===== src/rtl/parking_pkg.sv =====
// parking_pkg: gate FSM state encodings and default lot parameters shared by the gate controller and display logic
package parking_pkg;
  localparam logic [1:0] ST_IDLE = 2'd0, ST_ENTRY_OPEN = 2'd1, ST_EXIT_OPEN = 2'd2, ST_HOLD = 2'd3;
  localparam int DEF_CAPACITY = 16;
  localparam int DEF_CNT_W = 5;
  localparam int DEF_GATE_TIMEOUT = 5000;
  localparam int DEF_GUARD_CYCLES = 100;
  typedef enum logic [1:0] {
    IDLE = ST_IDLE,
    ENTRY_OPEN = ST_ENTRY_OPEN,
    EXIT_OPEN = ST_EXIT_OPEN,
    HOLD = ST_HOLD
  } state_t;
endpackage


===== src/rtl/parking_gate_controller_if.sv =====
// parking_gate_controller_if: sensor/pass inputs and gate/status outputs of the parking gate controller
//   master: sensor stage and status consumer (drives sensors/pass pulses, reads gates and status)
//   slave : controller (reads sensors/pass pulses, drives gates, occupancy, full/empty, timeout, reject)
interface parking_gate_controller_if import parking_pkg::*; #(parameter int CNT_W = DEF_CNT_W);
  logic entry_sensor, exit_sensor, entry_passed, exit_passed;
  logic entry_gate_open, exit_gate_open, full, empty, gate_timeout, entry_rejected;
  logic [CNT_W-1:0] occupancy;
  modport master(
    output entry_sensor, exit_sensor, entry_passed, exit_passed,
    input entry_gate_open, exit_gate_open, occupancy, full, empty, gate_timeout, entry_rejected
  );
  modport slave(
    input entry_sensor, exit_sensor, entry_passed, exit_passed,
    output entry_gate_open, exit_gate_open, occupancy, full, empty, gate_timeout, entry_rejected
  );
endinterface


===== src/rtl/parking_gate_controller_gate_timer.sv =====
// gate_timer: loadable down-counter; clear_i restarts the count from load_i, done_o is high while the count is zero
//   clk, rst : clock, synchronous active-high reset (count to zero)
//   clear_i  : reload the count from load_i
//   load_i   : reload value (cycles - 1 of the interval being timed)
//   done_o   : count has reached zero
module gate_timer #(parameter int W = 8) (
  input  logic         clk,
  input  logic         rst,
  input  logic         clear_i,
  input  logic [W-1:0] load_i,
  output logic         done_o
);
  logic [W-1:0] cnt_q, cnt_d;
  always_comb cnt_d = clear_i ? load_i : cnt_q - W'(cnt_q != '0);
  always_ff @(posedge clk) cnt_q <= rst ? '0 : cnt_d;
  assign done_o = cnt_q == '0;
endmodule


===== src/rtl/parking_gate_controller.sv =====
// parking_gate_controller: entry/exit barrier FSM with saturating occupancy count, gate timeout and full-lot rejection
//   clk, reset : clock, synchronous active-high reset
//   bus (slave): sensor levels and pass pulses in; gate commands, occupancy, full/empty,
//                gate_timeout and entry_rejected pulses out, all registered
module parking_gate_controller import parking_pkg::*; #(
  parameter int CAPACITY = DEF_CAPACITY,
  parameter int CNT_W = DEF_CNT_W,
  parameter int GATE_TIMEOUT = DEF_GATE_TIMEOUT,
  parameter int GUARD_CYCLES = DEF_GUARD_CYCLES
) (
  input logic clk,
  input logic reset,
  parking_gate_controller_if.slave bus
);
  localparam int TW = $clog2(GATE_TIMEOUT);
  localparam int GW = GUARD_CYCLES > 1 ? $clog2(GUARD_CYCLES) : 1;
  localparam logic [CNT_W-1:0] CAP = CNT_W'(CAPACITY);
  state_t state_q, state_d;
  logic [CNT_W-1:0] occ_q, occ_d;
  logic full_q, empty_q, entry_gate_q, exit_gate_q, timeout_q, timeout_d, rejected_q, entry_sensor_q;
  logic open_done, guard_done;
  // Timers reload every cycle outside their state, so each starts fresh on entry (interval = load + 1 cycles)
  gate_timer #(.W(TW)) u_open (
    .clk, .rst(reset), .clear_i(state_q == IDLE), .load_i(TW'(GATE_TIMEOUT - 1)), .done_o(open_done)
  );
  gate_timer #(.W(GW)) u_guard (
    .clk, .rst(reset), .clear_i(state_q != HOLD), .load_i(GW'(GUARD_CYCLES - 1)), .done_o(guard_done)
  );
  always_comb begin
    state_d = state_q;
    occ_d = occ_q;
    timeout_d = 1'b0;
    case (state_q)
      IDLE: state_d = bus.exit_sensor && !empty_q ? EXIT_OPEN : bus.entry_sensor && !full_q ? ENTRY_OPEN : IDLE;
      // A pass on the expiry cycle wins over the timeout
      ENTRY_OPEN:
        if (bus.entry_passed) begin
          occ_d = occ_q + CNT_W'(occ_q != CAP);
          state_d = HOLD;
        end else if (open_done) begin
          timeout_d = 1'b1;
          state_d = HOLD;
        end
      EXIT_OPEN:
        if (bus.exit_passed) begin
          occ_d = occ_q - CNT_W'(occ_q != '0);
          state_d = HOLD;
        end else if (open_done) begin
          timeout_d = 1'b1;
          state_d = HOLD;
        end
      HOLD: state_d = guard_done ? IDLE : HOLD;
    endcase
  end
  always_ff @(posedge clk) begin
    if (reset) begin
      state_q <= IDLE;
      occ_q <= '0;
      full_q <= 1'b0;
      empty_q <= 1'b1;
      entry_gate_q <= 1'b0;
      exit_gate_q <= 1'b0;
      timeout_q <= 1'b0;
      rejected_q <= 1'b0;
      entry_sensor_q <= 1'b0;
    end else begin
      state_q <= state_d;
      occ_q <= occ_d;
      full_q <= occ_d == CAP;
      empty_q <= occ_d == '0;
      entry_gate_q <= state_d == ENTRY_OPEN;
      exit_gate_q <= state_d == EXIT_OPEN;
      timeout_q <= timeout_d;
      rejected_q <= bus.entry_sensor && !entry_sensor_q && full_q;
      entry_sensor_q <= bus.entry_sensor;
    end
  end
  assign bus.entry_gate_open = entry_gate_q;
  assign bus.exit_gate_open = exit_gate_q;
  assign bus.occupancy = occ_q;
  assign bus.full = full_q;
  assign bus.empty = empty_q;
  assign bus.gate_timeout = timeout_q;
  assign bus.entry_rejected = rejected_q;
endmodule


===== src/flat_wrapper.sv =====
// flat-port wrapper written by rule: the top's interface ports become plain ports
module parking_gate_controller_flat import parking_pkg::*;
#(
  parameter int CAPACITY = DEF_CAPACITY,
  parameter int CNT_W = DEF_CNT_W,
  parameter int GATE_TIMEOUT = DEF_GATE_TIMEOUT,
  parameter int GUARD_CYCLES = DEF_GUARD_CYCLES
)
  (clk, reset, bus_entry_sensor, bus_exit_sensor, bus_entry_passed, bus_exit_passed, bus_entry_gate_open, bus_exit_gate_open, bus_occupancy, bus_full, bus_empty, bus_gate_timeout, bus_entry_rejected);
  parking_gate_controller_if #(.CNT_W(CNT_W)) bus_i ();
  input logic clk;
  input logic reset;
  input wire logic [$bits(bus_i.entry_sensor)-1:0] bus_entry_sensor;
  input wire logic [$bits(bus_i.exit_sensor)-1:0] bus_exit_sensor;
  input wire logic [$bits(bus_i.entry_passed)-1:0] bus_entry_passed;
  input wire logic [$bits(bus_i.exit_passed)-1:0] bus_exit_passed;
  output wire logic [$bits(bus_i.entry_gate_open)-1:0] bus_entry_gate_open;
  output wire logic [$bits(bus_i.exit_gate_open)-1:0] bus_exit_gate_open;
  output wire logic [$bits(bus_i.occupancy)-1:0] bus_occupancy;
  output wire logic [$bits(bus_i.full)-1:0] bus_full;
  output wire logic [$bits(bus_i.empty)-1:0] bus_empty;
  output wire logic [$bits(bus_i.gate_timeout)-1:0] bus_gate_timeout;
  output wire logic [$bits(bus_i.entry_rejected)-1:0] bus_entry_rejected;
  assign bus_i.entry_sensor = bus_entry_sensor;
  assign bus_i.exit_sensor = bus_exit_sensor;
  assign bus_i.entry_passed = bus_entry_passed;
  assign bus_i.exit_passed = bus_exit_passed;
  assign bus_entry_gate_open = bus_i.entry_gate_open;
  assign bus_exit_gate_open = bus_i.exit_gate_open;
  assign bus_occupancy = bus_i.occupancy;
  assign bus_full = bus_i.full;
  assign bus_empty = bus_i.empty;
  assign bus_gate_timeout = bus_i.gate_timeout;
  assign bus_entry_rejected = bus_i.entry_rejected;
  parking_gate_controller #(.CAPACITY(CAPACITY), .CNT_W(CNT_W), .GATE_TIMEOUT(GATE_TIMEOUT), .GUARD_CYCLES(GUARD_CYCLES)) u_core (.clk(clk), .reset(reset), .bus(bus_i));
endmodule

===== config.mk =====
export PLATFORM = sky130hd
export DESIGN_NAME = parking_gate_controller_flat
export DESIGN_NICKNAME = d
export VERILOG_FILES = /design/src/rtl/parking_pkg.sv /design/src/rtl/parking_gate_controller_if.sv /design/src/rtl/parking_gate_controller_gate_timer.sv /design/src/rtl/parking_gate_controller.sv /design/src/flat_wrapper.sv
export SDC_FILE = /design/constraint.sdc
export NUM_CORES = 1
export LEC_CHECK = 0
export ABC_CLOCK_PERIOD_IN_PS = 2730
export BUFFER_PORTS_ARGS = -buffer_cell sky130_fd_sc_hd__buf_2
export CORE_UTILIZATION = 59
export CTS_BUF_LIST = sky130_fd_sc_hd__clkbuf_16
export CTS_CLUSTER_DIAMETER = 80
export DETAILED_ROUTE_END_ITERATION = 10
export GPL_ROUTABILITY_DRIVEN = 1
export PLACE_DENSITY = 0.78
export SETUP_SLACK_MARGIN = 0.1
export SLEW_MARGIN = 10
export SYNTH_ARGS = -nofsm -noshare
export SYNTH_HDL_FRONTEND = slang
export SYNTH_HIERARCHICAL = 1
export SYNTH_SLANG_ARGS = --single-unit

===== constraint.sdc =====
create_clock -name clk -period 2.73 [get_ports clk]
set_input_delay 0 -clock clk [delete_from_list [all_inputs] [get_ports clk]]
set_output_delay 0 -clock clk [all_outputs]
set_load 0.005 [all_outputs]

-- Word-level counts from Yosys, hierarchy flattened
Index checks and enable logic that the tools add are counted.
- bits of input ports: 6
- word-level logic and storage cells: 57
- output and inout bits: 11
- register bits: 34
- reduce and logical (&&, ||, !) cells: 16
- multiplexer cells: 16
- equality and inequality tests: 8
- add/subtract/negate cells: 4
- operator list (kind ; number):
    13-bit logical NOT ; 1
    13-bit two-way mux ; 1
    13-bit nonzero test ; 1
    13-bit by 1-bit subtractor with 13-bit output ; 1
    2-bit two-way mux ; 5
    5-bit two-way mux ; 2
    5-bit case mux with 2 select lines ; 1
    2-bit case mux with 4 select lines ; 1
    7-bit logical NOT ; 1
    7-bit two-way mux ; 1
    7-bit nonzero test ; 1
    7-bit by 1-bit subtractor with 7-bit output ; 1
    2-bit equality test, second input constant ; 3
    5-bit by 1-bit adder with 5-bit output ; 1
    5-bit equality test, second input constant ; 1
    5-bit logical NOT ; 1
    5-bit != test, second input constant ; 1
    5-bit nonzero test ; 1
    5-bit by 1-bit subtractor with 5-bit output ; 1
    2-bit by 1-bit equality test with 1-bit output, second input constant ; 2
    1-bit logical AND ; 4
    1-bit two-way mux ; 4
    2-bit OR reduction ; 2
    1-bit logical NOT ; 3
    other kinds (3) ; 3

-- Longest topological paths before layout
- depth after elaboration: 6
- gate-level depth with buffers: 10
- gate-level depth less buffers: 8

-- Modules after synthesis
Netlist, hierarchy kept.
- modules (own cells, without submodules) (module ; sequential area each (µm²) ; instances ; cells each ; area each (µm²)):
    parking_gate_controller ; 280.3 ; 1 ; 103 ; 902.1
    gate_timer at u_core.u_open ; 260.2 ; 1 ; 94 ; 770.7
    gate_timer at u_core.u_guard ; 140.1 ; 1 ; 42 ; 367.9

-- Worst setup path before layout
No wires, ideal clock.
- path type: flip-flop to flip-flop
- from: reg u_core.u_open.cnt_q[9]
- to: reg u_core.u_open.cnt_q[8]
- required time: 2.639 ns
- library setup time: 0.091 ns
- path slack: 0.365 ns
- path buffers: 1
- period minus slack after synthesis: 2.365 ns
- arrival: 2.274 ns
- cell stages (with the launch flop): 10
- cell sequence: dfxtp_1 > or4_1 > nor3_1 > nand3_1 > ha_1 > ha_1 > or3b_1 > clkbuf_1 > o31ai_1 > a311oi_1
- cells in the longest elaborated chain, start to end: 3
- RTL lines (item ; RTL line ; text):
    start: declaration ; parking_gate_controller_gate_timer.sv:13 ; logic [W-1:0] cnt_q, cnt_d;
    start signal: assignment ; parking_gate_controller_gate_timer.sv:15 ; always_ff @(posedge clk) cnt_q <= rst ? '0 : cnt_d;
    13-bit nonzero test ; parking_gate_controller_gate_timer.sv:14 ; always_comb cnt_d = clear_i ? load_i : cnt_q - W'(cnt_q != '0);
    13-bit by 1-bit subtractor with 13-bit output ; parking_gate_controller_gate_timer.sv:14 ;
    13-bit two-way mux ; parking_gate_controller_gate_timer.sv:14 ;
No other way between the ends.
A chain may end at the register's enable or synchronous reset.

-- Worst setup path in the final report
- from: reg u_core.u_open.cnt_q[9]
- to: reg u_core.u_open.cnt_q[6]
- cells in the longest elaborated chain, start to end: 2
- RTL lines (item ; RTL line):
    13-bit nonzero test ; parking_gate_controller_gate_timer.sv:14
    13-bit by 1-bit subtractor with 13-bit output ; parking_gate_controller_gate_timer.sv:14
No other way between the ends.

==> impl_metrics.env <==
export IMPL_fmax_ghz=0.4149
export IMPL_track_usage_pct=24.38
export IMPL_multi_input_area_um2=1281
export IMPL_dp_cells=307
export IMPL_diodes=0
export IMPL_status="complete, no violations"
export IMPL_first_pass_iters=4
export IMPL_maxCapViolCount=0
export IMPL_start_kind="flop"
export IMPL_clk_path_buf_depth=2
export IMPL_fin_skew_ns=0.003520
export IMPL_wl_per_cell_um=12.47
export IMPL_timing_slew_headroom_pct=60.77
export IMPL_cts_tree="done"
export IMPL_final_nets=289
export IMPL_busiest_layer="met2"
export IMPL_hp_class="input pin to flop"
export IMPL_synth_area_leaders="dfxtp_1 (33%), ha_1 (7.4%), nor2_1 (5.3%)"
export IMPL_antenna_found_initial=0
export IMPL_cts_setup_buffers=0
export IMPL_synth_edf_count=0
export IMPL_synth_sequential_area_ratio_pct=33.35
export IMPL_crit_path_max_fanout=6
export IMPL_r2r_slack_ns=0.32
export IMPL_die_w_um=60.81
export IMPL_regArea_um2=680.7
export IMPL_worstReg2RegEnd="u_core/u_open/cnt_q[6]"
export IMPL_drt_iter0_markers=97
export IMPL_place_gp_congestion=0.8038
export IMPL_syn2layout_area_growth_pct=14.53
export IMPL_ir_worst_vdd_mv=0.5075
export IMPL_ys_warn_count=6
export IMPL_drive_above_1_share_pct=13.24
export IMPL_overflow=0
export IMPL_yosysTopAreaCell="dfxtp_1"
export IMPL_regToRegStartpoint="u_core/u_open/cnt_q[9]"
export IMPL_finalWirelength_um=3942
export IMPL_drc=0
export IMPL_grt_pass1_wl_um=6672
export IMPL_antenna_left=0
export IMPL_ys_types=63
export IMPL_worstMarginPinSlew_ns=0.5884
export IMPL_ff2ff_path_depth=8
export IMPL_clockRootBuffer="clkbuf_16"
export IMPL_met1_usage_pct=28.91
export IMPL_final_max_slew_viol_count=0
export IMPL_port_buffers=16
export IMPL_start_util_pct=64.21
export IMPL_die_height_um=60.81
export IMPL_worstSkewPairLatency_ns=0.27
export IMPL_cts_sinks=34
export IMPL_worstSetupPathType="flop to flop"
export IMPL_synth_top_area_share_pct=33.35
export IMPL_finalCriticalPeriod_ns=2.410
export IMPL_fin_setup_tns_ns=0
export IMPL_syn_area_um2=2041
export IMPL_h_tree_depth=2
export IMPL_viasPerCell=5.718
export IMPL_clk_pin_slew_worst_paths_ns=0.05
export IMPL_grt_max_degree=35
export IMPL_fin_cells=316
export IMPL_core_area_um2=3178
export IMPL_synth_area_per_cell_um2=8.539
export IMPL_powerDensity_nw_per_um2=668.8
export IMPL_worst_hold_startpoint="bus_exit_sensor"
export IMPL_synthArstFlopShare_pct=0
export IMPL_finalCritPeriodShare_pct=88.28
export IMPL_hpwl_um=2809
export IMPL_min_to="u_core/bus.entry_gate_open"
export IMPL_ioPinCount=17
export IMPL_synthTopCellsByCount="dfxtp_1 (34), nor2_1 (29), inv_1 (20), ha_1 (12), nand2_1 (12)"
export IMPL_syn_instance_count=239
export IMPL_fill_cells=265
export IMPL_cts_buffers=5
export IMPL_vias=1807
export IMPL_synth_flop_cell="dfxtp_1"
export IMPL_grt_pass1_vias=1579
export IMPL_ys_ff_latch=34
export IMPL_use_met3_pct=6.610
export IMPL_dieArea_um2=3698
export IMPL_p_leak_nw=1.005
export IMPL_final_hold_viol_count=0
export IMPL_min_path_cells=4
export IMPL_synth_most_common_cell="dfxtp_1"
export IMPL_setup_viol=0
export IMPL_rows=20
export IMPL_required_ns=2.92
export IMPL_end_kind="flop"
export IMPL_cp_arrival_ns=2.60
export IMPL_grtUsageMet2_pct=41.29
export IMPL_rsz0062_at_grt="false"
## cell usage in the layout, fill, tap and decap left out, drive strengths merged, types with 3 or more instances in the layout
master  netlist  routed
a311oi        6       6
o21ai         6       6
nand2        12      12
nor2         29      29
or2           3       3
conb          2      20
nand2b        5       5
or4           7       7
o31ai         6       6
o211ai        3       3
ha           12      12
or3           6       6
a22oi         3       3
inv          22      23
a21oi         6       6
a32oi         4       4
a211oi        4       4
buf           8      17
nand3         4       4
dfxtp        34      34
nor3          4       4
nor2b         3       3
nor4          6       6
clkbuf        3       5
xor2          3       3
## through the flow
| step | hold slack [ns] | power [mW] | setup slack, ns | instance area, um2 | utilization (%) |
|---|---|---|---|---|---|
| floorplan | 0.06625 | 0.9648 | 0.3653 | 2108 | - |
| global placement | 0.2603 | 1.033 | 0.3102 | 2182 | 68.66 |
| detailed placement | 0.2628 | 1.038 | 0.2439 | 2182 | 68.66 |
| CTS | 0.1627 | 1.567 | 0.2200 | 2330 | 73.31 |
| global route | 0.2388 | 1.664 | 0.1196 | 2337 | 73.54 |
| finish | 0.1786 | 1.563 | 0.3198 | 2337 | 73.54 |
## registers in the layout, indices dropped and copies added (netlist names)
register                    cells
u_core/u_open/cnt_q            13
u_core/u_guard/cnt_q            7
u_core/bus.occupancy            5
u_core/state_q                  2
u_core/bus.empty                1
u_core/bus.entry_gate_open      1
u_core/bus.entry_rejected       1
u_core/bus.exit_gate_open       1
u_core/bus.full                 1
u_core/bus.gate_timeout         1
u_core/entry_sensor_q           1
## worst max path at each step
stage	endpoint	cells past startpoint	slack [ns]	start
2_1_floorplan	u_core/u_open/cnt_q[8]	9	0.37	u_core/u_open/cnt_q[9]
3_3_place_gp	u_core/u_open/cnt_q[8]	8	0.31	u_core/u_open/cnt_q[9]
3_5_place_dp	u_core/u_open/cnt_q[8]	8	0.24	u_core/u_open/cnt_q[9]
4_1_cts	u_core/u_open/cnt_q[6]	8	0.22	u_core/u_open/cnt_q[9]
5_1_grt	u_core/u_open/cnt_q[8]	8	0.12	u_core/u_open/cnt_q[9]
6_report	u_core/u_open/cnt_q[6]	8	0.32	u_core/u_open/cnt_q[9]
## per-layer routing
layer | wire (um) | share of wire, % | vias up
met4 | 60 | 1.5 | 0
met3 | 139 | 3.5 | 7
li1 | - | - | 930
met2 | 1859 | 47 | 31
met5 | 0 | 0 | -
met1 | 1883 | 48 | 839
## cells by family after synthesis
logic type,count (synthesis),share of synthesized area [%]
simple gates,97,27.16
compound gates,55,21.58
fa+ha+maj,12,7.357
xor+xnor,5,2.146
flops,34,33.35
other cells,2,0.3680
buf+inv,33,7.541
mux,1,0.4905
## where the power goes
part	total [mW]	leakage [nW]	internal [mW]	switching, mW
combinational	0.431	0.652	0.176	0.255
sequential	0.612	0.280	0.554	0.0578
clock	0.520	0.0724	0.329	0.191
total	1.56	1.00	1.06	0.505
## critical path, cell delays in order (launching register included)
cell      delay (ns)
dfxtp_1         0.34
or4_1           0.59
nor3_2          0.23
nand3_1         0.10
ha_1            0.25
ha_1            0.22
or3b_4          0.27
o31ai_1         0.07
a311oi_1        0.25
## repair_timing
action                                  in CTS  in global routing
endpoints found under the setup margin       0                  2
resized for setup                            0                  2
hold buffers                                 1                  0
hold endpoints to repair                     2                  0
## area by class of cell
| cell class | instances | share of cell area [%] |
|---|---|---|
| Tap cell | 44 | 2.355 |
| Clock buffer | 5 | 5.353 |
| Sequential cell | 34 | 29.12 |
| Multi-Input combinational cell | 190 | 54.82 |
| Timing Repair Buffer | 18 | 4.176 |
| Clock inverter | 3 | 0.5353 |
| Inverter | 22 | 3.640 |
(Power assumes the default switching activity.)
